File: src/rtl/branch_sequencer_if.sv
// ============================================================================
//  Module      : branch_sequencer_if
//  Description : Command, register-read and result signals between the
//                branch sequencer and its environment (control unit, register
//                file, PC logic). 'slave' is the sequencer's view.
//  Revision    : 1.0 - initial release
// ============================================================================
`default_nettype none

interface branch_sequencer_if;
    // command from the control unit
    logic        start;
    logic [31:0] ir;
    logic [31:0] pc_in;
    // register-file read port
    logic        rd_req;
    logic [3:0]  ra_sel;
    logic        rd_ack;
    logic [31:0] reg_data;
    // status and branch result
    logic        busy;
    logic        done;
    logic        err;
    logic        taken;
    logic        pc_load;
    logic [31:0] pc_next;
    logic [15:0] taken_cnt;
    logic [15:0] nottaken_cnt;

    modport slave (
        input  start, ir, pc_in, rd_ack, reg_data,
        output rd_req, ra_sel, busy, done, err, taken, pc_load, pc_next,
               taken_cnt, nottaken_cnt
    );

    modport master (
        output start, ir, pc_in, rd_ack, reg_data,
        input  rd_req, ra_sel, busy, done, err, taken, pc_load, pc_next,
               taken_cnt, nottaken_cnt
    );
endinterface

`default_nettype wire

File: src/rtl/branch_sequencer.sv
// ============================================================================
//  Module      : branch_sequencer
//  Description : Multi-cycle conditional-branch executor: fetches Ra over a
//                req/ack handshake, evaluates C2 and drives the branch target
//                with a one-cycle PC load strobe. Optional branch statistics
//                counters are built when BRANCH_STATS_EN is defined.
//  Revision    : 1.0 - initial release
// ============================================================================
`default_nettype none

module branch_sequencer #(
    parameter logic [4:0] BR_OPCODE = 5'b10010
) (
    input  logic              clk,
    input  logic              clr,
    branch_sequencer_if.slave bus
);

    localparam logic [1:0] c_IDLE   = 2'd0;
    localparam logic [1:0] c_READ   = 2'd1;
    localparam logic [1:0] c_EVAL   = 2'd2;
    localparam logic [1:0] c_COMMIT = 2'd3;

    logic [1:0]  r_state;
    logic [1:0]  w_state_nxt;

    // latched instruction fields and operand
    logic [1:0]  r_c2;
    logic [18:0] r_c;
    logic [31:0] r_pc;
    logic [31:0] r_value;
    logic [3:0]  r_ra_sel;

    // registered outputs and their next values
    logic        r_busy,    w_busy_nxt;
    logic        r_rd_req,  w_rd_req_nxt;
    logic        r_done,    w_done_nxt;
    logic        r_err,     w_err_nxt;
    logic        r_taken,   w_taken_nxt;
    logic        r_pc_load, w_pc_load_nxt;
    logic [31:0] r_pc_next, w_pc_next_nxt;

    logic        w_op_ok;
    logic        w_accept;
    logic        w_flag;
    logic [31:0] w_target;
    logic        w_unused_ir;

    assign w_op_ok     = (bus.ir[31:27] == BR_OPCODE);
    assign w_accept    = (r_state == c_IDLE) && bus.start;
    assign w_unused_ir = &{1'b0, bus.ir[22:21]};

    // ------------------------------------------------------------------
    // state register
    // ------------------------------------------------------------------
    always_ff @(posedge clk) begin
        if (clr) begin
            r_state <= c_IDLE;
        end else begin
            r_state <= w_state_nxt;
        end
    end

    // ------------------------------------------------------------------
    // next-state logic
    // ------------------------------------------------------------------
    always_comb begin
        w_state_nxt = r_state;
        case (r_state)
            c_IDLE:   if (bus.start && w_op_ok) w_state_nxt = c_READ;
            c_READ:   if (bus.rd_ack)           w_state_nxt = c_EVAL;
            c_EVAL:                             w_state_nxt = c_COMMIT;
            c_COMMIT:                           w_state_nxt = c_IDLE;
            default:                            w_state_nxt = c_IDLE;
        endcase
    end

    // ------------------------------------------------------------------
    // condition evaluation and target arithmetic on latched operands
    // ------------------------------------------------------------------
    always_comb begin
        w_flag = 1'b0;
        case (r_c2)
            2'b00: w_flag = (r_value == 32'd0);
            2'b01: w_flag = (r_value != 32'd0);
            2'b10: w_flag = ~r_value[31];
            2'b11: w_flag = r_value[31];
            default: w_flag = 1'b0;
        endcase
    end

    assign w_target = r_pc + {{13{r_c[18]}}, r_c};

    // ------------------------------------------------------------------
    // output logic: next values are decoded from the upcoming state so
    // every output leaves a flop and aligns with the state it describes
    // ------------------------------------------------------------------
    always_comb begin
        w_busy_nxt    = (w_state_nxt != c_IDLE);
        w_rd_req_nxt  = (w_state_nxt == c_READ);
        w_done_nxt    = (w_state_nxt == c_COMMIT);
        w_err_nxt     = w_accept && !w_op_ok;
        w_pc_load_nxt = (r_state == c_EVAL) && w_flag;
        w_taken_nxt   = r_taken;
        w_pc_next_nxt = r_pc_next;
        if (w_accept) begin
            w_taken_nxt = 1'b0;
        end
        if (r_state == c_EVAL) begin
            w_taken_nxt   = w_flag;
            w_pc_next_nxt = w_target;
        end
    end

    always_ff @(posedge clk) begin
        if (clr) begin
            r_busy    <= 1'b0;
            r_rd_req  <= 1'b0;
            r_done    <= 1'b0;
            r_err     <= 1'b0;
            r_taken   <= 1'b0;
            r_pc_load <= 1'b0;
            r_pc_next <= 32'd0;
        end else begin
            r_busy    <= w_busy_nxt;
            r_rd_req  <= w_rd_req_nxt;
            r_done    <= w_done_nxt;
            r_err     <= w_err_nxt;
            r_taken   <= w_taken_nxt;
            r_pc_load <= w_pc_load_nxt;
            r_pc_next <= w_pc_next_nxt;
        end
    end

    // ------------------------------------------------------------------
    // instruction / operand capture
    // ------------------------------------------------------------------
    always_ff @(posedge clk) begin
        if (clr) begin
            r_c2     <= 2'd0;
            r_c      <= 19'd0;
            r_pc     <= 32'd0;
            r_ra_sel <= 4'd0;
            r_value  <= 32'd0;
        end else begin
            if (w_accept) begin
                r_c2     <= bus.ir[20:19];
                r_c      <= bus.ir[18:0];
                r_pc     <= bus.pc_in;
                r_ra_sel <= bus.ir[26:23];
            end
            if ((r_state == c_READ) && bus.rd_ack) begin
                r_value <= bus.reg_data;
            end
        end
    end

    // ------------------------------------------------------------------
    // branch statistics
    // ------------------------------------------------------------------
`ifdef BRANCH_STATS_EN
    logic [15:0] r_taken_cnt;
    logic [15:0] r_nottaken_cnt;

    // r_taken already holds this branch's flag while in COMMIT
    always_ff @(posedge clk) begin
        if (clr) begin
            r_taken_cnt    <= 16'd0;
            r_nottaken_cnt <= 16'd0;
        end else if (r_state == c_COMMIT) begin
            if (r_taken) begin
                if (r_taken_cnt != 16'hFFFF) r_taken_cnt <= r_taken_cnt + 16'd1;
            end else begin
                if (r_nottaken_cnt != 16'hFFFF) r_nottaken_cnt <= r_nottaken_cnt + 16'd1;
            end
        end
    end

    assign bus.taken_cnt    = r_taken_cnt;
    assign bus.nottaken_cnt = r_nottaken_cnt;
`else
    assign bus.taken_cnt    = 16'd0;
    assign bus.nottaken_cnt = 16'd0;
`endif

    assign bus.busy    = r_busy;
    assign bus.rd_req  = r_rd_req;
    assign bus.ra_sel  = r_ra_sel;
    assign bus.done    = r_done;
    assign bus.err     = r_err;
    assign bus.taken   = r_taken;
    assign bus.pc_load = r_pc_load;
    assign bus.pc_next = r_pc_next;

endmodule

`default_nettype wire

File: src/flat_wrapper.sv
// flat-port wrapper written by rule: the top's interface ports become plain ports
module branch_sequencer_flat 
#(
    parameter logic [4:0] BR_OPCODE = 5'b10010
)
  (clk, clr, bus_start, bus_ir, bus_pc_in, bus_rd_ack, bus_reg_data, bus_rd_req, bus_ra_sel, bus_busy, bus_done, bus_err, bus_taken, bus_pc_load, bus_pc_next, bus_taken_cnt, bus_nottaken_cnt);
  branch_sequencer_if bus_i ();
  input  logic clk;
  input  logic clr;
  input wire logic [$bits(bus_i.start)-1:0] bus_start;
  input wire logic [$bits(bus_i.ir)-1:0] bus_ir;
  input wire logic [$bits(bus_i.pc_in)-1:0] bus_pc_in;
  input wire logic [$bits(bus_i.rd_ack)-1:0] bus_rd_ack;
  input wire logic [$bits(bus_i.reg_data)-1:0] bus_reg_data;
  output wire logic [$bits(bus_i.rd_req)-1:0] bus_rd_req;
  output wire logic [$bits(bus_i.ra_sel)-1:0] bus_ra_sel;
  output wire logic [$bits(bus_i.busy)-1:0] bus_busy;
  output wire logic [$bits(bus_i.done)-1:0] bus_done;
  output wire logic [$bits(bus_i.err)-1:0] bus_err;
  output wire logic [$bits(bus_i.taken)-1:0] bus_taken;
  output wire logic [$bits(bus_i.pc_load)-1:0] bus_pc_load;
  output wire logic [$bits(bus_i.pc_next)-1:0] bus_pc_next;
  output wire logic [$bits(bus_i.taken_cnt)-1:0] bus_taken_cnt;
  output wire logic [$bits(bus_i.nottaken_cnt)-1:0] bus_nottaken_cnt;
  assign bus_i.start = bus_start;
  assign bus_i.ir = bus_ir;
  assign bus_i.pc_in = bus_pc_in;
  assign bus_i.rd_ack = bus_rd_ack;
  assign bus_i.reg_data = bus_reg_data;
  assign bus_rd_req = bus_i.rd_req;
  assign bus_ra_sel = bus_i.ra_sel;
  assign bus_busy = bus_i.busy;
  assign bus_done = bus_i.done;
  assign bus_err = bus_i.err;
  assign bus_taken = bus_i.taken;
  assign bus_pc_load = bus_i.pc_load;
  assign bus_pc_next = bus_i.pc_next;
  assign bus_taken_cnt = bus_i.taken_cnt;
  assign bus_nottaken_cnt = bus_i.nottaken_cnt;
  branch_sequencer #(.BR_OPCODE(BR_OPCODE)) u_core (.clk(clk), .clr(clr), .bus(bus_i));
endmodule
File: config.mk
export PLATFORM = sky130hd
export DESIGN_NAME = branch_sequencer_flat
export DESIGN_NICKNAME = d
export VERILOG_FILES = /design/src/rtl/branch_sequencer_if.sv /design/src/rtl/branch_sequencer.sv /design/src/flat_wrapper.sv
export SDC_FILE = /design/constraint.sdc
export NUM_CORES = 1
export LEC_CHECK = 0
export CAP_MARGIN = 25
export CORE_MARGIN = 3
export CORE_UTILIZATION = 53
export CTS_BUF_LIST = sky130_fd_sc_hd__clkbuf_8 sky130_fd_sc_hd__clkbuf_16
export DETAILED_ROUTE_END_ITERATION = 10
export GPL_ROUTABILITY_DRIVEN = 1
export PLACE_DENSITY = 0.87
export SLEW_MARGIN = 30
export SYNTH_ARGS = -nofsm -noshare
export SYNTH_HDL_FRONTEND = slang
export SYNTH_SLANG_ARGS = --single-unit
File: constraint.sdc
create_clock -name clk -period 4.15 [get_ports clk]
set_input_delay 0.415 -clock clk [delete_from_list [all_inputs] [get_ports clk]]
set_output_delay 0.415 -clock clk [all_outputs]
set_load 0.03 [all_outputs]
======== Word-level counts from Yosys, hierarchy flattened ========
Index checks and enable logic that the tools add are counted.
storage, ports and cells
  latch bits .............................. 0
  memory bits (writable) .................. 0
  memory bits (read-only) ................. 0
  memories kept ........................... 0
  register bits after elaboration ......... 129
operators by class
  shift-type cells ........................ 0
  reduce and logical (&&, ||, !) cells .... 12
  equality and inequality tests ........... 9
  bitwise operators ....................... 1
  add/subtract/negate cells ............... 1
  order comparisons ....................... 0
  multiply operators ...................... 0
  multiplexer cells ....................... 6
  div/mod/pow operators ................... 0
operators by type and width
  cell                  count
  $add A32 B32 Y32      1
  $logic_not A32 Y1     1
  $reduce_bool A32 Y1   1
  $eq A2 B2 Y1 const B  5
  $pmux W2 S4           1
  $eq A2 B1 Y1 const B  3
  $eq A5 B5 Y1 const B  1
  $logic_and A1 B1 Y1   5
  $logic_not A2 Y1      2
  $mux W2               2
  $pmux W1 S4           1
  $reduce_bool A2 Y1    2
  $mux W1               2
  $logic_not A1 Y1      1
  $not A1 Y1            1

======== Logic depth before layout (Yosys ltp) ========
Gate-level depths: netlist of run 1.
  depth after elaboration ................. 5
  gate-level depth with buffers ........... 9

======== Worst setup path before layout of run 1 ========
No wires, ideal clock.
  kind .................................... flip-flop to flip-flop
  from .................................... reg u_core.r_pc[0]
  to ...................................... reg u_core.r_pc_next[22] (netlist: u_core.bus.pc_next[22])
  path slack .............................. 1.813 ns
  arrival time ............................ 2.209 ns
  cell stages (with the launch flop) ...... 10
  period minus slack after synthesis ...... 2.337 ns
  setup time .............................. 0.128 ns
  data required time ...................... 4.022 ns
  cells stage by stage .................... dfxtp_1 > ha_1 > fa_1 > a21o_1 > a311o_1 > nand4_1 > o211ai_2 > a41oi_1 > xor2_1 > o21ai_0
on the way
  cells in the longest elaborated chain, start to end .. 1
RTL lines
  element                 line                     RTL
  start, declared         branch_sequencer.sv:30   logic [31:0] r_pc;
  start signal, assigned  branch_sequencer.sv:149  r_pc <= bus.pc_in;
  $add A32 B32 Y32        branch_sequencer.sv:92   assign w_target = r_pc + {{13{r_c[18]}}, r_c};
  end signal, assigned    branch_sequencer.sv:131  r_pc_next <= w_pc_next_nxt;
  end, declared           branch_sequencer.sv:41   logic [31:0] r_pc_next, w_pc_next_nxt;
Every way passes these cells.
A chain may end at the register's enable or synchronous reset.

======== Worst setup path in the final report of run 1 ========
  from .................................... reg u_core.r_c[18]
  to ...................................... reg u_core.r_pc_next[29] (netlist: u_core.bus.pc_next[29])
on the way
  cells in the longest elaborated chain, start to end .. 1
RTL lines
  element                 line                     RTL
  start, declared         branch_sequencer.sv:29   logic [18:0] r_c;
  start signal, assigned  branch_sequencer.sv:148  r_c <= bus.ir[18:0];
  $add A32 B32 Y32        branch_sequencer.sv:92
Every way passes these cells.

==> reports/results.md, run 1 <==
| Metric | Reported | Unit |
|---|---|---|
| Final wirelength | 16.92 | mm |
| End-of-flow core utilization | 71.45 | % |
| Worst vdd ir | 0.2759 | mV |
| Via count of the first global-routing pass | 5688 | - |
| Overflow after GRT | 0 | - |
| Average detailed-routed wire length per instance | 15.39 | µm |
| Yosys warnings | 0 | - |
| Most common cell after layout, fill and taps aside | nand2_1 | - |
| Post-route clock period utilization | 66.43 | % |
| Clock Skews | 0.01302 | ns |
| Leakage dissipation | 3.246 | nW |
| Routed via count | 5995 | - |
| Initial core utilization | 55.34 | % |
| Die boundary width | 116.4 | µm |
| Critical path type | flop to flop | - |
| Power density of the placed cells | 397.9 | mW/mm² |
| Post-Route Setup TNS | 0 | ns |
| Clock Tree Root | clkbuf_16 | - |
| Met3 capacity usage during global routing | 5.648 | % |
| Post-synthesis sequential area ratio | 40.02 | % |
| Placeable core region | 0.01166 | mm² |
| Top post-synthesis cells by area | dfxtp_1 (40%), nand2_1 (14%), a21oi_1 (11%), ha_1 (6.0%), buf_4 (3.8%) | - |
| Die area | 0.01354 | mm² |
| First-pass iteration count of the detailed router | 5 | - |
| Initial antenna violation count | 0 | - |
| Post-route total power | 3.316 | mW |
| TritonCTS Buffers | 17 | - |
| Quantity of hold-fixing buffers added after cts | 0 | - |
| Weighted congestion at the end of routability-driven global placement | 0.9207 | - |
| Synth cell types | 60 | - |
| Pin count of the biggest net entering global routing | 60 | - |
| Synthesized instance count | 831 | - |
| Residual DRC | 0 | - |
| Clock latency reported for the late side of the worst-skew pair | 0.42 | ns |
| Antenna cell count | 0 | - |
| Busiest layer in global routing | met2 | - |
| All-layer global routing usage | 25.12 | % |
| Maximum capacitance violations | 0 | - |
| Post-CTS setup buffer count | 0 | - |
| Synthesized area | 0.006454 | mm² |
| Final-report max-slew violation count | 0 | - |
| Count of flip-flops with a built-in enable after synthesis | 0 | - |
| Highest-count cells in the layout ignoring fill and taps | nand2_1 (235), a21oi_1 (138), clkdlybuf4s50_1 (138) | - |
| Fraction of registers with async set/reset | 0 | % |
| IO buf count | 139 | - |
| Placement row count | 39 | - |
| Clock period minus worst slack | 2.757 | ns |
| Met2 layer usage reported by global route | 40.66 | % |
| Highest attainable clock frequency | 0.3627 | GHz |
| Unrepaired setup endpoints after global routing | no | - |
| Kind of path behind the tightest hold check | flop to flop | - |
| First-pass GRT wire length | 26.92 | mm |
| Required time of the critical path | 4.41 | ns |
| Cell taking the most area after synthesis | dfxtp_1 | - |
| Final setup fails | 0 | - |
| CTS tree | yes | - |
| Post-synth top flop | dfxtp_1 | - |
| Fraction of final layout cells with drive strength greater than 1 | 5.544 | % |
| Antenna Nets Post-Route | 0 | - |
| Rel. slew slack | 47.24 | % |
| Count of clock tree sinks | 129 | - |
| Top fanout value on the critical path | 15 | - |
| Met1 global-route usage | 32.28 | % |
| Synthesized area per cell | 7.766 | µm² |
| Worst-case clock buffer depth | 2 | - |
| Number of resized instances in the post-cts repair step | 0 | - |
| Endpoint type of the worst setup path | flop | - |
| Die Y-Extent | 116.4 | µm |
| Element type at the critical path start | flop | - |
| Drt via density | 5.455 | - |
| Run status | finished clean | - |
| Endpoints failing hold | 0 | - |
| Yosys top cell area share | 40.02 | % |
| Actual slew at the worst max-slew pin | 0.7915 | ns |
| H-Tree Depth | 4 | - |
| Number of DRC markers in iteration 0 | 446 | - |
| Nets | 1075 | - |
| Detailed placement HPWL | 12.03 | mm |
| Clock-pin slew of the registers on the worst-case setup and hold paths | 0.06 | ns |
| Top-Level Pins | 174 | - |
| Crit path arrival time | 3.02 | ns |
| Layout Area Growth over Synthesis | 29.12 | % |
| Total of flip-flops plus latches after synthesis | 129 | - |
[worst max-delay path, cell delays in order (launching register included)]
cell,delay [ns]
dfxtp_1,0.75
ha_1,0.46
a21o_1,0.24
a21o_2,0.21
a21oi_1,0.22
a31oi_1,0.12
a211oi_1,0.34
xor2_1,0.18
o21ai_0,0.08
[sequential cells by signal (all words and copies together) (netlist names)]
name	flops
u_core.bus.pc_next	32
u_core.r_pc	32
u_core.r_value	32
u_core.r_c	19
u_core.bus.ra_sel	4
u_core.r_c2	2
u_core.r_state	2
u_core.bus.busy	1
u_core.bus.done	1
u_core.bus.err	1
u_core.bus.pc_load	1
u_core.bus.rd_req	1
u_core.bus.taken	1
[per-stage QoR]
step,instances,cell area [µm²],setup WS [ns],hold WS [ns]
6_report,1099,8333,1.393,0.4503
3_5_place_dp,1067,7701,1.478,0.4431
4_1_cts,1099,8333,1.454,0.4536
2_1_floorplan,862,6570,1.813,0.4329
5_1_grt,1099,8333,1.230,0.4697
3_3_place_gp,1066,7679,1.511,0.4350
[layout make-up]
type	instances	area (µm²)
clock buffers	17	425.4
clock inverters	15	206.4
repair buffers	143	1426
flip-flops and latches	129	2582
multi-input cells	645	3487
inverters	7	26.28
fillers	958	3329
well taps	143	178.9
[power by group]
group / internal, mW / switching (mW) / leakage (nW)
Sequential: 1.28 / 0.0265 / 1.05
Clock: 1.01 / 0.580 / 0.304
Combinational: 0.179 / 0.238 / 1.89
[logic make-up after synthesis]
group | synth area share, %
other cells | 0.05811
simple gates | 21.83
xor+xnor | 3.257
fa+ha+maj | 6.320
flops | 40.02
compound gates | 20.43
mux | 0.1551
buf+inv | 7.930
[synth_stat cells, types with 8 or more instances]
library cell  instances
nand2_1             236
a21oi_1             138
dfxtp_1             129
clkbuf_1             38
o21ai_0              34
buf_4                33
ha_1                 31
nor2_1               30
nand4_1              14
xor2_1               14
xnor2_1              10
nand3_1               9
nor4_1                8
[worst paths after layout]
path / to / from / cells after the start / slack, ns
max reg2reg: u_core.bus.pc_next[29]$_SDFFE_PP0P_ / u_core.r_c[18]$_SDFFE_PP0P_ / 8 / 1.39
min: u_core.bus.pc_next[26]$_SDFFE_PP0P_ / u_core.bus.pc_next[26]$_SDFFE_PP0P_ / 2 / 0.45
min reg2reg: u_core.bus.pc_next[26]$_SDFFE_PP0P_ / u_core.bus.pc_next[26]$_SDFFE_PP0P_ / 2 / 0.45
max: u_core.bus.pc_next[29]$_SDFFE_PP0P_ / u_core.r_c[18]$_SDFFE_PP0P_ / 8 / 1.39
[metal layers]
metal / vias to the layer above / part of all wire, %
met5: - / 0
met4: 0 / 3.4
met1: 2762 / 43
met3: 42 / 6.0
met2: 197 / 47
li1: 2994 / -
(Power assumes the default switching activity.)
==> run 2: changes to the inputs <==
- CORE_UTILIZATION: 53 -> 49
- PLACE_DENSITY: 0.87 -> 0.81
- clock period: 4.15 -> 2.65 ns (I/O delays scaled with it)
==> run 2 against run 1 <==
Critical path depth grew 1. Count of clock-buffer cells in the layout grew 3. Sequential power grew 57%. Non-clock buffer count grew 7. Cell area grew 1.6%. Critical endpoint is now u_core.bus.pc_next[30]$_SDFFE_PP0P_. Sequential share of layout area shrank 0.46 points. Highest routed layer unchanged. Clock skew shrank 0.0032 ns. Total power grew 59%.
==> reports/results.md, run 2 (synthesis results as in run 1) <==
| Metric | Reported | Unit | Change |
|---|---|---|---|
| Post-Route Setup TNS | 0 | ns | unchanged |
| TritonCTS Buffers | 17 | - | unchanged |
| Die boundary width | 120.8 | µm | +3.8% |
| Clock Skews | 0.009787 | ns | -0.003234 ns |
| Clock period minus worst slack | 2.514 | ns | -0.2428 ns |
| Top-Level Pins | 174 | - | unchanged |
| Routed via count | 6008 | - | +0.22% |
| Highest attainable clock frequency | 0.3977 | GHz | +9.7% |
| Kind of path behind the tightest hold check | primary input to flop | - |  |
| Antenna cell count | 0 | - | unchanged |
| Sequential standard cell area | 0.002584 | mm² | about the same |
| Endpoints failing hold | 0 | - | unchanged |
| Run status | finished clean | - |  |
| Final-report max-slew violation count | 0 | - | unchanged |
| Setup slack, reg-to-reg | 0.14 | ns | -1.26 ns |
| Worst Reg2Reg Path Length in Cells | 9 | - | +1 |
| Terminus of the critical flop-to-flop path | u_core.bus.pc_next[30]$_SDFFE_PP0P_ | - |  |
| Area occupied by multi-input gates | 0.003500 | mm² | +0.36% |
| Power density of the placed cells | 622.8 | mW/mm² | +57% |
| Required time of the critical path | 2.95 | ns | -1.46 ns |
| Clock Tree Root | clkbuf_16 | - |  |
| Origin of the critical flop-to-flop path | u_core.r_pc[0]$_SDFFE_PP0P_ | - |  |
| Final setup fails | 0 | - | unchanged |
| Worst hold slack across all endpoints | 0.2634 | ns | -0.1869 ns |
| CTS tree | yes | - |  |
| Placement row count | 41 | - | +5.1% |
| Placeable core region | 0.01277 | mm² | +9.5% |
| Most common cell after layout, fill and taps aside | nand2_1 | - |  |
| First-pass iteration count of the detailed router | 5 | - | unchanged |
| Unrepaired setup endpoints after global routing | no | - |  |
| Rel. slew slack | 41.33 | % | -5.9 points |
| H-Tree Depth | 4 | - | unchanged |
| Cell depth of the worst min-delay path | 2 | - | unchanged |
| Worst-case clock buffer depth | 2 | - | unchanged |
| Die area | 0.01458 | mm² | +7.7% |
| Initial antenna violation count | 0 | - | unchanged |
| Actual slew at the worst max-slew pin | 0.8800 | ns | +0.08858 ns |
| Launch instance of the worst min-delay path | clr | - |  |
| Endpoint type of the worst setup path | flop | - |  |
| Post-route clock period utilization | 94.88 | % | +28 points |
| Nets | 1082 | - | +0.65% |
| Leakage dissipation | 3.302 | nW | +1.7% |
| Initial core utilization | 50.52 | % | -4.8 points |
| Crit path arrival time | 2.81 | ns | -0.21 ns |
| Worst vdd ir | 0.3852 | mV | +40% |
| Critical path type | flop to flop | - |  |
| Fill cell count | 1090 | - | +14% |
| Residual DRC | 0 | - | unchanged |
| Average detailed-routed wire length per instance | 14.58 | µm | -5.3% |
| Fraction of final layout cells with drive strength greater than 1 | 6.231 | % | +0.69 points |
| IO buf count | 139 | - | unchanged |
| All-layer global routing usage | 22.90 | % | -2.2 points |
| Highest-count cells in the layout ignoring fill and taps | nand2_1 (235), a21oi_1 (138), clkdlybuf4s50_1 (138) | - |  |
| Pin count of the biggest net entering global routing | 85 | - | +42% |
| Maximum capacitance violations | 0 | - | unchanged |
| Clock-pin slew of the registers on the worst-case setup and hold paths | 0.06 | ns | about the same |
| Clock latency reported for the late side of the worst-skew pair | 0.42 | ns | about the same |
| Weighted congestion at the end of routability-driven global placement | 0.8888 | - | -3.5% |
| Antenna Nets Post-Route | 0 | - | unchanged |
| Drt via density | 5.293 | - | -3.0% |
| Layout Area Growth over Synthesis | 31.14 | % |  |
| Via count of the first global-routing pass | 5665 | - | -0.40% |
| Detailed placement HPWL | 11.84 | mm | -1.6% |
| First-pass GRT wire length | 26.72 | mm | -0.74% |
| Count of clock tree sinks | 129 | - | unchanged |
| Overflow after GRT | 0 | - | unchanged |
| Final wirelength | 16.55 | mm | -2.2% |
| Endpoint, Worst Hold | u_core.r_c[14]$_SDFFE_PP0P_ | - |  |
| Die Y-Extent | 120.8 | µm | +3.8% |
| Element type at the critical path start | flop | - |  |
| Top fanout value on the critical path | 5 | - | -10 |
| Quantity of hold-fixing buffers added after cts | 0 | - | unchanged |
| Number of DRC markers in iteration 0 | 436 | - | -2.2% |
==> run 2: repair_timing <==
item                                   in CTS  in global routing
setup endpoints to repair                   0                  9
gates resized for setup                     0                  5
setup buffers                               0                  0
endpoints found under the hold margin       0                  0
==> run 2: metal layers <==
metal / GRT usage (%) / wire (µm) / vias up
met5: 0 / 0 / -
met4: 10.69 / 469 / 0
met3: 5.613 / 940 / 32
met2: 36.92 / 7820 / 189
met1: 28.88 / 7321 / 2766
li1: - / - / 3021
==> run 2: layout make-up <==
| class | count | share of cell area (%) |
|---|---|---|
| Multi-Input combinational cell | 645 | 41.35 |
| Sequential cell | 129 | 30.53 |
| Timing Repair Buffer | 150 | 17.53 |
| Clock buffer | 20 | 5.514 |
| Tap cell | 172 | 2.543 |
| Clock inverter | 12 | 2.218 |
| Inverter | 7 | 0.3105 |
==> run 2: power by group <==
| part | switching (mW) | internal, mW | leakage (nW) |
|---|---|---|---|
| Combinational | 0.374 | 0.287 | 1.92 |
| Sequential | 0.0387 | 2.00 | 1.05 |
| Clock | 0.837 | 1.73 | 0.330 |
| Total | 1.25 | 4.02 | 3.30 |
==> run 2: metrics by stage <==
step | std cells | util [%] | area [µm²] | power [mW] | setup WS (ns)
final | 1135 | 66.26 | 8463 | 5.271 | 0.1358
after global routing | 1135 | 66.26 | 8463 | 5.457 | 0.01456
after CTS | 1135 | 66.11 | 8444 | 5.305 | 0.03515
after detailed placement | 1103 | 60.99 | 7790 | 2.733 | 0.05352
after global placement | 1103 | 60.97 | 7787 | 2.726 | 0.1003
after floorplan | 862 | - | 6570 | 2.530 | 0.3127
==> run 2: worst max-delay path by stage <==
stage	from	end	slack (ns)
after floorplan	u_core.r_pc[0]$_SDFFE_PP0P_	u_core.bus.pc_next[22]$_SDFFE_PP0P_	0.31
after global placement	u_core.r_pc[0]$_SDFFE_PP0P_	u_core.bus.pc_next[22]$_SDFFE_PP0P_	0.10
after detailed placement	u_core.r_pc[0]$_SDFFE_PP0P_	u_core.bus.pc_next[22]$_SDFFE_PP0P_	0.05
after CTS	u_core.r_pc[0]$_SDFFE_PP0P_	u_core.bus.pc_next[22]$_SDFFE_PP0P_	0.04
after global routing	u_core.r_pc[0]$_SDFFE_PP0P_	u_core.bus.pc_next[16]$_SDFFE_PP0P_	0.01
final	u_core.r_pc[0]$_SDFFE_PP0P_	u_core.bus.pc_next[30]$_SDFFE_PP0P_	0.14
==> run 2: critical path: stages (launching register included) <==
cell and delay (ns):
dfxtp_1 0.31, ha_1 0.22, fa_1 0.41, a21o_1 0.23, a311o_1 0.41, nand4_1 0.16, o211ai_4 0.15, a31oi_1 0.25
xor2_1 0.16, o21ai_0 0.08
==> run 3: changes to the inputs <==
- SETUP_SLACK_MARGIN: not set -> 0.02
==> run 3 against run 2 <==
Combinational power about the same. Clock skew fell by 0.0021 ns. Fmax grew 0.14%. Sequential power hardly changed. Count of clock-buffer cells in the layout stayed put. Cell area about the same. Non-clock buffer count stayed put. Die area did not move. Final cell count unchanged. Sequential cell count unchanged. First-iteration DRC count rose by 2.8%. Sequential share of layout area barely moved. Largest cell class unchanged. Largest power group unchanged.
==> reports/results.md, run 3 (synthesis results as in run 1) <==
| Metric | Reported | Unit | Change |
|---|---|---|---|
| Run status | finished clean | - |  |
| Highest attainable clock frequency | 0.3983 | GHz | +0.14% |
| Via count of the first global-routing pass | 5665 | - | unchanged |
| Clock Tree Root | clkbuf_16 | - |  |
| Die area | 0.01458 | mm² | unchanged |
| Antenna cell count | 0 | - | unchanged |
| Final setup fails | 0 | - | unchanged |
| Nets | 1082 | - | unchanged |
| Unrepaired setup endpoints after global routing | no | - |  |
| Fraction of final layout cells with drive strength greater than 1 | 6.438 | % | +0.21 points |
| Dpl cells | 1103 | - | unchanged |
| Crit path arrival time | 2.81 | ns | about the same |
| Launch instance of the worst min-delay path | clr | - |  |
| Post-Route Setup TNS | 0 | ns | unchanged |
| Average detailed-routed wire length per instance | 14.60 | µm | +0.13% |
| Initial antenna violation count | 0 | - | unchanged |
| Number of DRC markers in iteration 0 | 448 | - | +2.8% |
| Top fanout value on the critical path | 5 | - | unchanged |
| Final-report max-slew violation count | 0 | - | unchanged |
| Post-CTS setup buffer count | 0 | - | unchanged |
| Endpoint type of the worst setup path | flop | - |  |
| Drt via density | 5.288 | - | about the same |
| Element type at the critical path start | flop | - |  |
| Residual DRC | 0 | - | unchanged |
| Worst vdd ir | 0.3860 | mV | +0.20% |
| Non-filler cells, final | 1135 | - | unchanged |
| TritonCTS Buffers | 17 | - | unchanged |
| Layout Area Growth over Synthesis | 31.23 | % | about the same |
| Die Y-Extent | 120.8 | µm | unchanged |
| Kind of path behind the tightest hold check | primary input to flop | - |  |
| Endpoints failing hold | 0 | - | unchanged |
| Maximum capacitance violations | 0 | - | unchanged |
| CTS tree | yes | - |  |
| Placement row count | 41 | - | unchanged |
| Origin of the critical flop-to-flop path | u_core.r_pc[0]$_SDFFE_PP0P_ | - |  |
| Clock period minus worst slack | 2.511 | ns | -0.003625 ns |
| Count of clock tree sinks | 129 | - | unchanged |
| Post-route clock period utilization | 94.74 | % | -0.14 points |
| Placeable core region | 0.01277 | mm² | unchanged |
| Antenna Nets Post-Route | 0 | - | unchanged |
| Routed via count | 6002 | - | -0.10% |
| H-Tree Depth | 4 | - | unchanged |
| Fill cell count | 1089 | - | -0.092% |
| Terminus of the critical flop-to-flop path | u_core.bus.pc_next[30]$_SDFFE_PP0P_ | - |  |
| Die boundary width | 120.8 | µm | unchanged |
| Endpoint, Worst Hold | u_core.r_c[14]$_SDFFE_PP0P_ | - |  |
| Power density of the placed cells | 622.4 | mW/mm² | about the same |
| Initial core utilization | 50.52 | % | unchanged |
| Final std cell area, no fill | 0.008469 | mm² | about the same |
| Required time of the critical path | 2.95 | ns | about the same |
| Worst-case clock buffer depth | 2 | - | unchanged |
| Quantity of hold-fixing buffers added after cts | 0 | - | unchanged |
| IO buf count | 139 | - | unchanged |
| Clock latency reported for the late side of the worst-skew pair | 0.42 | ns | about the same |
| Total cell area at the placement stage | 0.007790 | mm² | unchanged |
| Rel. slew slack | 41.54 | % | +0.21 points |
| Actual slew at the worst max-slew pin | 0.8769 | ns | -0.003187 ns |
| Setup slack, reg-to-reg | 0.14 | ns | about the same |
| Highest-count cells in the layout ignoring fill and taps | nand2_1 (235), clkdlybuf4s50_1 (138), a21oi_1 (137) | - |  |
| Worst Reg2Reg Path Length in Cells | 9 | - | unchanged |
| Clock-pin slew of the registers on the worst-case setup and hold paths | 0.06 | ns | about the same |
| Weighted congestion at the end of routability-driven global placement | 0.8888 | - | unchanged |
| Clock Skews | 0.007725 | ns | -0.002062 ns |
| Leakage dissipation | 3.300 | nW | about the same |
| Detailed placement HPWL | 11.84 | mm | unchanged |
| Critical path type | flop to flop | - |  |
| Cell depth of the worst min-delay path | 2 | - | unchanged |
| Final wirelength | 16.57 | mm | +0.13% |
| Most common cell after layout, fill and taps aside | nand2_1 | - |  |
| Pin count of the biggest net entering global routing | 85 | - | unchanged |
| Overflow after GRT | 0 | - | unchanged |
| Top-Level Pins | 174 | - | unchanged |
| First-pass iteration count of the detailed router | 7 | - | +2 |
| First-pass GRT wire length | 26.72 | mm | unchanged |
| All-layer global routing usage | 22.90 | % | unchanged |
## run 3: how the worst max path moves through the flow
stage	start	endpoint	slack [ns]
3_5_place_dp	u_core.r_pc[0]$_SDFFE_PP0P_	u_core.bus.pc_next[22]$_SDFFE_PP0P_	0.05
6_report	u_core.r_pc[0]$_SDFFE_PP0P_	u_core.bus.pc_next[30]$_SDFFE_PP0P_	0.14
4_1_cts	u_core.r_pc[0]$_SDFFE_PP0P_	u_core.bus.pc_next[22]$_SDFFE_PP0P_	0.04
5_1_grt	u_core.r_pc[0]$_SDFFE_PP0P_	u_core.bus.pc_next[26]$_SDFFE_PP0P_	0.03
3_3_place_gp	u_core.r_pc[0]$_SDFFE_PP0P_	u_core.bus.pc_next[22]$_SDFFE_PP0P_	0.10
2_1_floorplan	u_core.r_pc[0]$_SDFFE_PP0P_	u_core.bus.pc_next[22]$_SDFFE_PP0P_	0.31
## run 3: area by class of cell
cell class	instances	area, µm²	share of cell area (%)
multi-input cells	645	3506	41.39
flip-flops and latches	129	2584	30.51
repair buffers	150	1484	17.52
clock buffers	20	466.7	5.510
well taps	172	215.2	2.541
clock inverters	12	187.7	2.216
inverters	7	26.28	0.3102
## run 3: power by group
part / leakage (nW) / internal (mW) / switching, mW
Sequential: 1.05 / 2.00 / 0.0387
Combinational: 1.92 / 0.288 / 0.374
Clock: 0.330 / 1.73 / 0.837
## run 3: through the flow
| step | worst slack, ns | total power, mW | util (%) | hold slack [ns] |
|---|---|---|---|---|
| finish | 0.1394 | 5.271 | 66.30 | 0.2632 |
| global route | 0.02806 | 5.458 | 66.30 | 0.2672 |
| CTS | 0.03515 | 5.305 | 66.11 | 0.2424 |
| detailed placement | 0.05352 | 2.733 | 60.99 | 0.4425 |
| global placement | 0.1003 | 2.726 | 60.97 | 0.4350 |
| floorplan | 0.3127 | 2.530 | - | 0.3984 |
## run 3: routing by layer
metal | part of all wire (%) | up-vias | GRT usage [%]
met4 | 3.1 | 0 | 10.69
li1 | - | 3027 | -
met2 | 47 | 185 | 36.92
met5 | 0 | - | 0
met1 | 44 | 2756 | 28.88
met3 | 5.7 | 34 | 5.613
## run 3: timing repair
action                                  4_1_cts  5_1_grt
endpoints found under the setup margin        0       10
endpoints found under the hold margin         0        0
resized for setup                             0        7
## run 3: critical path, stage by stage, from the launching register on
cell      delay, ns
dfxtp_1        0.31
ha_1           0.23
fa_1           0.41
a21o_1         0.23
a311o_1        0.40
nand4_1        0.16
o211ai_4       0.15
a31oi_1        0.25
xor2_1         0.16
o21ai_0        0.08
